<file path="src/rtl/linked_list_builder.sv">
// -----------------------------------------------------------------------------
// linked_list_builder
//
// Builds and maintains a singly linked list in a node memory of 2**ADDR_WIDTH
// words. Each word is {data, next}, with next in the low ADDR_WIDTH bits.
// Unused nodes sit on an internal free list. Push takes the free-list head and
// links it in front of the list head. Pop unlinks the head node and returns
// it to the free list. The tail node is marked by a self-loop (next == own
// address).
//
// Ports:
//   i_clk          rising-edge clock
//   i_rst          asynchronous, active-low reset
//   i_push_valid   push request
//   i_push_data    payload for the new head node
//   o_push_ready   push accepted when i_push_valid && o_push_ready
//   i_pop_valid    request to remove the head node
//   o_pop_ready    pop accepted when i_pop_valid && o_pop_ready
//   o_pop_data     payload of the removed node (registered, held)
//   o_pop_done     one-cycle pulse, o_pop_data valid in this cycle
//   o_head_node    address of the current head node
//   o_list_empty   high when o_count == 0
//   o_count        number of nodes in the list
//   o_init_done    high once the free list is built
//   i_rd_addr      node read address for the downstream walker
//   o_rd_node      combinational read of mem[i_rd_addr]
//   o_state        FSM state (0 = INIT, 1 = IDLE), for observation
//
// Handshake: a transfer happens on a rising edge where valid && ready are both
// high. Ready never depends on the same channel's valid. Push ready does
// depend on pop valid, because pop has priority and the two never complete in
// the same cycle.
// -----------------------------------------------------------------------------
module linked_list_builder #(
    parameter int ADDR_WIDTH = 4,
    parameter int DATA_WIDTH = 4
) (
    input  logic                           i_clk,
    input  logic                           i_rst,
    input  logic                           i_push_valid,
    input  logic [DATA_WIDTH-1:0]          i_push_data,
    output logic                           o_push_ready,
    input  logic                           i_pop_valid,
    output logic                           o_pop_ready,
    output logic [DATA_WIDTH-1:0]          o_pop_data,
    output logic                           o_pop_done,
    output logic [ADDR_WIDTH-1:0]          o_head_node,
    output logic                           o_list_empty,
    output logic [ADDR_WIDTH:0]            o_count,
    output logic                           o_init_done,
    input  logic [ADDR_WIDTH-1:0]          i_rd_addr,
    output logic [DATA_WIDTH+ADDR_WIDTH-1:0] o_rd_node,
    output logic                           o_state
);

    localparam int NODES = 2 ** ADDR_WIDTH;
    localparam int WORD  = DATA_WIDTH + ADDR_WIDTH;
    localparam logic [ADDR_WIDTH:0] FULL_COUNT = NODES[ADDR_WIDTH:0];

    typedef enum logic {
        ST_INIT = 1'b0,
        ST_IDLE = 1'b1
    } state_t;

    state_t                r_state;
    state_t                w_state_next;

    logic [WORD-1:0]       r_mem [NODES];
    logic [ADDR_WIDTH-1:0] r_init_ptr;
    logic [ADDR_WIDTH-1:0] r_head;
    logic [ADDR_WIDTH-1:0] r_free;
    logic [ADDR_WIDTH:0]   r_count;
    logic [DATA_WIDTH-1:0] r_pop_data;
    logic                  r_pop_done;
    logic                  r_init_done;

    logic                  w_empty;
    logic                  w_push_ready;
    logic                  w_pop_ready;
    logic                  w_push_fire;
    logic                  w_pop_fire;
    logic                  w_init_last;
    logic [WORD-1:0]       w_head_word;
    logic [WORD-1:0]       w_free_word;

    assign w_empty     = (r_count == '0);
    assign w_push_fire = i_push_valid && w_push_ready;
    assign w_pop_fire  = i_pop_valid && w_pop_ready;
    assign w_init_last = (r_init_ptr == {ADDR_WIDTH{1'b1}});
    assign w_head_word = r_mem[r_head];
    assign w_free_word = r_mem[r_free];

    // ---------------- FSM: state register ----------------
    always_ff @(posedge i_clk or negedge i_rst) begin
        if (!i_rst) begin
            r_state <= ST_INIT;
        end else begin
            r_state <= w_state_next;
        end
    end

    // ---------------- FSM: next state and readies ----------------
    always_comb begin
        w_state_next = r_state;
        w_push_ready = 1'b0;
        w_pop_ready  = 1'b0;
        case (r_state)
            ST_INIT: begin
                if (w_init_last) begin
                    w_state_next = ST_IDLE;
                end
            end
            ST_IDLE: begin
                w_pop_ready  = !w_empty;
                // Pop wins: a pending pop request holds off any push.
                w_push_ready = (r_count != FULL_COUNT) && !i_pop_valid;
            end
            default: begin
                w_state_next = ST_INIT;
            end
        endcase
    end

    // ---------------- List bookkeeping registers ----------------
    always_ff @(posedge i_clk or negedge i_rst) begin
        if (!i_rst) begin
            r_init_ptr  <= '0;
            r_head      <= '0;
            r_free      <= '0;
            r_count     <= '0;
            r_pop_data  <= '0;
            r_pop_done  <= 1'b0;
            r_init_done <= 1'b0;
        end else begin
            r_pop_done <= 1'b0;
            if (r_state == ST_INIT) begin
                r_init_ptr <= r_init_ptr + 1'b1;
                if (w_init_last) begin
                    r_init_done <= 1'b1;
                end
            end else if (w_pop_fire) begin
                r_pop_data <= w_head_word[WORD-1:ADDR_WIDTH];
                r_pop_done <= 1'b1;
                // Last node self-loops, so force the head back to 0 explicitly.
                r_head     <= (r_count == 1) ? '0 : w_head_word[ADDR_WIDTH-1:0];
                r_free     <= r_head;
                r_count    <= r_count - 1'b1;
            end else if (w_push_fire) begin
                r_free  <= w_free_word[ADDR_WIDTH-1:0];
                r_head  <= r_free;
                r_count <= r_count + 1'b1;
            end
        end
    end

    // ---------------- Node memory (not cleared by reset) ----------------
    // INIT chains every node to its successor, the last entry wrapping to 0.
    always_ff @(posedge i_clk) begin
        if (r_state == ST_INIT) begin
            r_mem[r_init_ptr] <= {{DATA_WIDTH{1'b0}}, r_init_ptr + 1'b1};
        end else if (w_pop_fire) begin
            r_mem[r_head][ADDR_WIDTH-1:0] <= r_free;
        end else if (w_push_fire) begin
            // First node into an empty list points at itself to mark the tail.
            r_mem[r_free] <= {i_push_data, (w_empty ? r_free : r_head)};
        end
    end

    assign o_push_ready = w_push_ready;
    assign o_pop_ready  = w_pop_ready;
    assign o_pop_data   = r_pop_data;
    assign o_pop_done   = r_pop_done;
    assign o_head_node  = r_head;
    assign o_list_empty = w_empty;
    assign o_count      = r_count;
    assign o_init_done  = r_init_done;
    assign o_rd_node    = r_mem[i_rd_addr];
    assign o_state      = r_state;

endmodule

</file>
<file path="config.mk">
export PLATFORM = sky130hd
export DESIGN_NAME = linked_list_builder
export DESIGN_NICKNAME = d
export VERILOG_FILES = /design/src/rtl/linked_list_builder.sv
export SDC_FILE = /design/constraint.sdc
export NUM_CORES = 1
export LEC_CHECK = 0
export ABC_AREA = 1
export BUFFER_PORTS_ARGS = -buffer_cell sky130_fd_sc_hd__buf_4
export CAP_MARGIN = 5
export CORE_AREA = 4 4 163 126
export CTS_CLUSTER_DIAMETER = 150
export CTS_CLUSTER_SIZE = 8
export DETAILED_ROUTE_END_ITERATION = 6
export DIE_AREA = 0 0 167 130
export HOLD_SLACK_MARGIN = 0.1
export PLACE_DENSITY = 0.64
export REMOVE_ABC_BUFFERS = 1
export SLEW_MARGIN = 20
export SYNTH_ARGS = -nofsm -noshare
export SYNTH_HDL_FRONTEND = slang
export SYNTH_SLANG_ARGS = --single-unit
</file>
<file path="constraint.sdc">
create_clock -name i_clk -period 2.4 [get_ports i_clk]
set_clock_uncertainty 0.15 [all_clocks]
set_input_delay 0.6 -clock i_clk [delete_from_list [all_inputs] [get_ports i_clk]]
set_output_delay 0.6 -clock i_clk [all_outputs]
set_load 0.05 [all_outputs]
</file>
==> results.sh <==
export IMPL_worst_r2r_setup_slack_ns=0
export IMPL_relSlewSlack=0.4409
export IMPL_drtPass1Iterations=7
export IMPL_numCtsBuffers=17
export IMPL_rr_worst_depth=8
export IMPL_synth_warnings=0
export IMPL_path_max_fanout=3
export IMPL_post_synth_instance_area_um2=8737
export IMPL_io_pins=39
export IMPL_min_period_ns=2.501
export IMPL_critPathLaunchType="flop"
export IMPL_diodes=0
export IMPL_slowest_delay_ns=0.42
export IMPL_grt_busiest_layer="met2"
export IMPL_row_count=44
export IMPL_antenna_found_initial=0
export IMPL_r2r_end="r_mem[2][3]$_DFFE_PP_"
export IMPL_use_met2=0.3851
export IMPL_hold_class="reg2reg"
export IMPL_syn_to_final_growth_pct=33.87
export IMPL_finalCritPeriodShare=1.042
export IMPL_portBuffers=38
export IMPL_synth_ff_type="edfxtp_1"
export IMPL_cp_top_family="compound AO/OA/AOI/OAI gates"
export IMPL_drc=10
export IMPL_synth_avg_cell_area_um2=8.499
export IMPL_drt_iter0_markers=1155
export IMPL_slew_violations=0
export IMPL_die_h_um=130
export IMPL_fin_setup_tns_ns=-0.5390
export IMPL_start_util=0.4600
export IMPL_synthCells=1028
export IMPL_p_leak_nw=4.770
export IMPL_seq_area_frac_synth=0.5087
export IMPL_vias_per_cell=5.846
export IMPL_routedWlPerCell_um=20.04
export IMPL_synth_distinct_cells=34
export IMPL_crit_path_end_kind="output port"
export IMPL_grt_overflow_total=0
export IMPL_violations="DRC, setup timing"
export IMPL_worst_slack_ns=-0.1009
export IMPL_die_x_um=167
export IMPL_dr_total_vias=8331
export IMPL_power_density_nw_per_um2=1078
export IMPL_gp_congestion=0.9156
export IMPL_r2r_start="o_count[1]$_DFFE_PN0P_"
export IMPL_crit_path_cell_trace="o21ai_0, o21ai_2, o221ai_4, nand2_2, buf_8"
export IMPL_synth_top_area_share=0.4399
export IMPL_report_final_hold_viol_count=0
export IMPL_synth_seq_cells=152
export IMPL_grt_usage=0.2593
export IMPL_cts_root_buf="clkbuf_16"
export IMPL_synth_enable_flop_cells=128
export IMPL_design_core_area_um2=18990
export IMPL_fmax_mhz=399.9
export IMPL_floorplan_die_area_um2=21710
export IMPL_worstHoldStart="o_init_done$_DFFE_PN0P_"
export IMPL_crit_type="reg2out"
export IMPL_worstMarginPinSlew_ns=0.8377
export IMPL_grt_first_pass_wirelength_mm=43.18
export IMPL_ant_nets=0
export IMPL_outcome="finished with violations"
export IMPL_grt_pass1_vias=7573
export IMPL_grtUsageMet1=0.3782
export IMPL_h_tree_depth=4
export IMPL_clock_latency_ns=0.44
export IMPL_final_common_cell="nand2_1"
export IMPL_timing_max_cap_violations=0
export IMPL_clkSlewWorstSetupHoldPaths_ns=0.06
export IMPL_drive_above_1_share=0.3183
export IMPL_fin_util=0.6158
export IMPL_whs_path_depth=1
export IMPL_cts_tree="built"
export IMPL_grt_use_met3=0.06632
export IMPL_worstPathRequired_ns=1.65
export IMPL_clock_sinks=152
export IMPL_cp_slowest_cell="edfxtp_1"
export IMPL_most_common_layout_cells="nand2_1 (178), buf_4 (136), edfxtp_1 (128), nand3_1 (105), inv_1 (82)"
export IMPL_cp_num_buf_inv=1
export IMPL_cts_buffer_depth=2
export IMPL_routed_wl_mm=28.56
export IMPL_synthArstFlopShare=0.1579
export IMPL_yosys_area_top_type="edfxtp_1"
export IMPL_arrival_ns=1.75
export IMPL_post_dp_hpwl_mm=18.60
export IMPL_rsz0062_at_grt="yes"
export IMPL_totalPowerFinal_mw=12.60
export IMPL_ir_drop_v=0.0007130
export IMPL_fillers=1577
export IMPL_min_to="o_init_done$_DFFE_PN0P_"
export IMPL_setup_viol=8
export IMPL_grt_max_degree=118
export IMPL_yosys_top_cells_area="edfxtp_1 (44%), nand2_1 (8.7%), dfrtp_1 (6.9%)"
export IMPL_layout_nets=1176
## sequential cells by signal, summed over array words and instances (netlist names)
name         cells
o_count          5
o_head_node      4
o_init_done      1
o_pop_data       4
o_pop_done       1
o_state          1
r_free           4
r_init_ptr       4
r_mem          128
## metal layers
metal	wire length [um]	up-vias
met4	722	0
met3	3181	72
met5	0	-
met2	12340	507
li1	-	3826
met1	12320	3926
## worst reg2reg max path, cell delays in order, from the launching register on
cell,delay [ns]
dfrtp_1,0.37
inv_2,0.06
ha_4,0.17
nand3_4,0.10
nand3_4,0.12
buf_4,0.16
inv_1,0.18
nor3_1,0.12
a211oi_4,0.65
## layout make-up
class                      instances  area, um2  area share
inverter                         100      377.9     0.03231
multi-input combinational        700       4058      0.3469
timing repair buffer             188       1844      0.1577
clock inverter                    15      225.2     0.01926
sequential                       152       4449      0.3804
tap                              253      316.6     0.02706
clock buffer                      17      425.4     0.03637
## cells by family after synthesis
kind of cell,synth area share
XOR/XNOR,0.007017
buffers and inverters,0.08177
adder cells (fa/ha/maj),0.007160
flip-flops,0.5087
AND/OR/NAND/NOR,0.2258
AO/OA/AOI/OAI,0.1696
## synth_stat cells (2+ instances only)
master    instances
a211oi_1          2
nand2_1         203
clkinv_1          2
nor2_4           11
nor2_1           64
o221ai_1          8
nor3_1            2
dfrtp_1          24
nand2_2           6
buf_6             2
or2_2            12
clkbuf_1         48
buf_4             2
a21oi_1          89
nand3_1         115
o211ai_1         55
edfxtp_1        128
nand4_1           8
ha_1              5
xnor2_1           2
o21ai_0         101
xor2_1            5
o22ai_1           2
inv_1            96
nand3_2           4
nand3_4           3
buf_2            22
## stage by stage
step | hold slack, ns | setup slack [ns] | area [um2] | instances
floorplan | 0.1544 | -1.594 | 8401 | 952
detailed placement | 0.3157 | -0.2830 | 10030 | 1365
global route | 0.3367 | -0.1277 | 11700 | 1425
finish | 0.3251 | -0.1009 | 11700 | 1425
CTS | 0.3300 | -0.1180 | 11320 | 1408
global placement | 0.3137 | -0.2764 | 10030 | 1365
## worst max-delay path by stage
stage,startpoint,endpoint,cells past startpoint
finish,r_mem[12][3]$_DFFE_PP_,o_rd_node[3],5
global route,r_mem[12][3]$_DFFE_PP_,o_rd_node[3],5
CTS,r_mem[14][3]$_DFFE_PP_,o_rd_node[3],8
floorplan,o_head_node[0]$_DFFE_PN0P_,r_mem[0][0]$_DFFE_PP_,4
global placement,i_rd_addr[1],o_rd_node[3],7
detailed placement,i_rd_addr[0],o_rd_node[6],8
## power breakdown
group          total (mW)  internal (mW)  switching [mW]
sequential           3.58           3.31           0.264
clock                3.01           1.79            1.22
combinational        6.02           2.09            3.93
## what timing repair did
| action | CTS | global route |
|---|---|---|
| hold buffers | 1 | 0 |
| setup buffers | 4 | 18 |
| resized for setup | 135 | 91 |
| pin swaps | 37 | 59 |
| endpoints found under the setup margin | 89 | 77 |
| endpoints found under the hold margin | 24 | 0 |
| gates cloned | 7 | 2 |
Note: power is estimated with default switching activity, not from simulation.
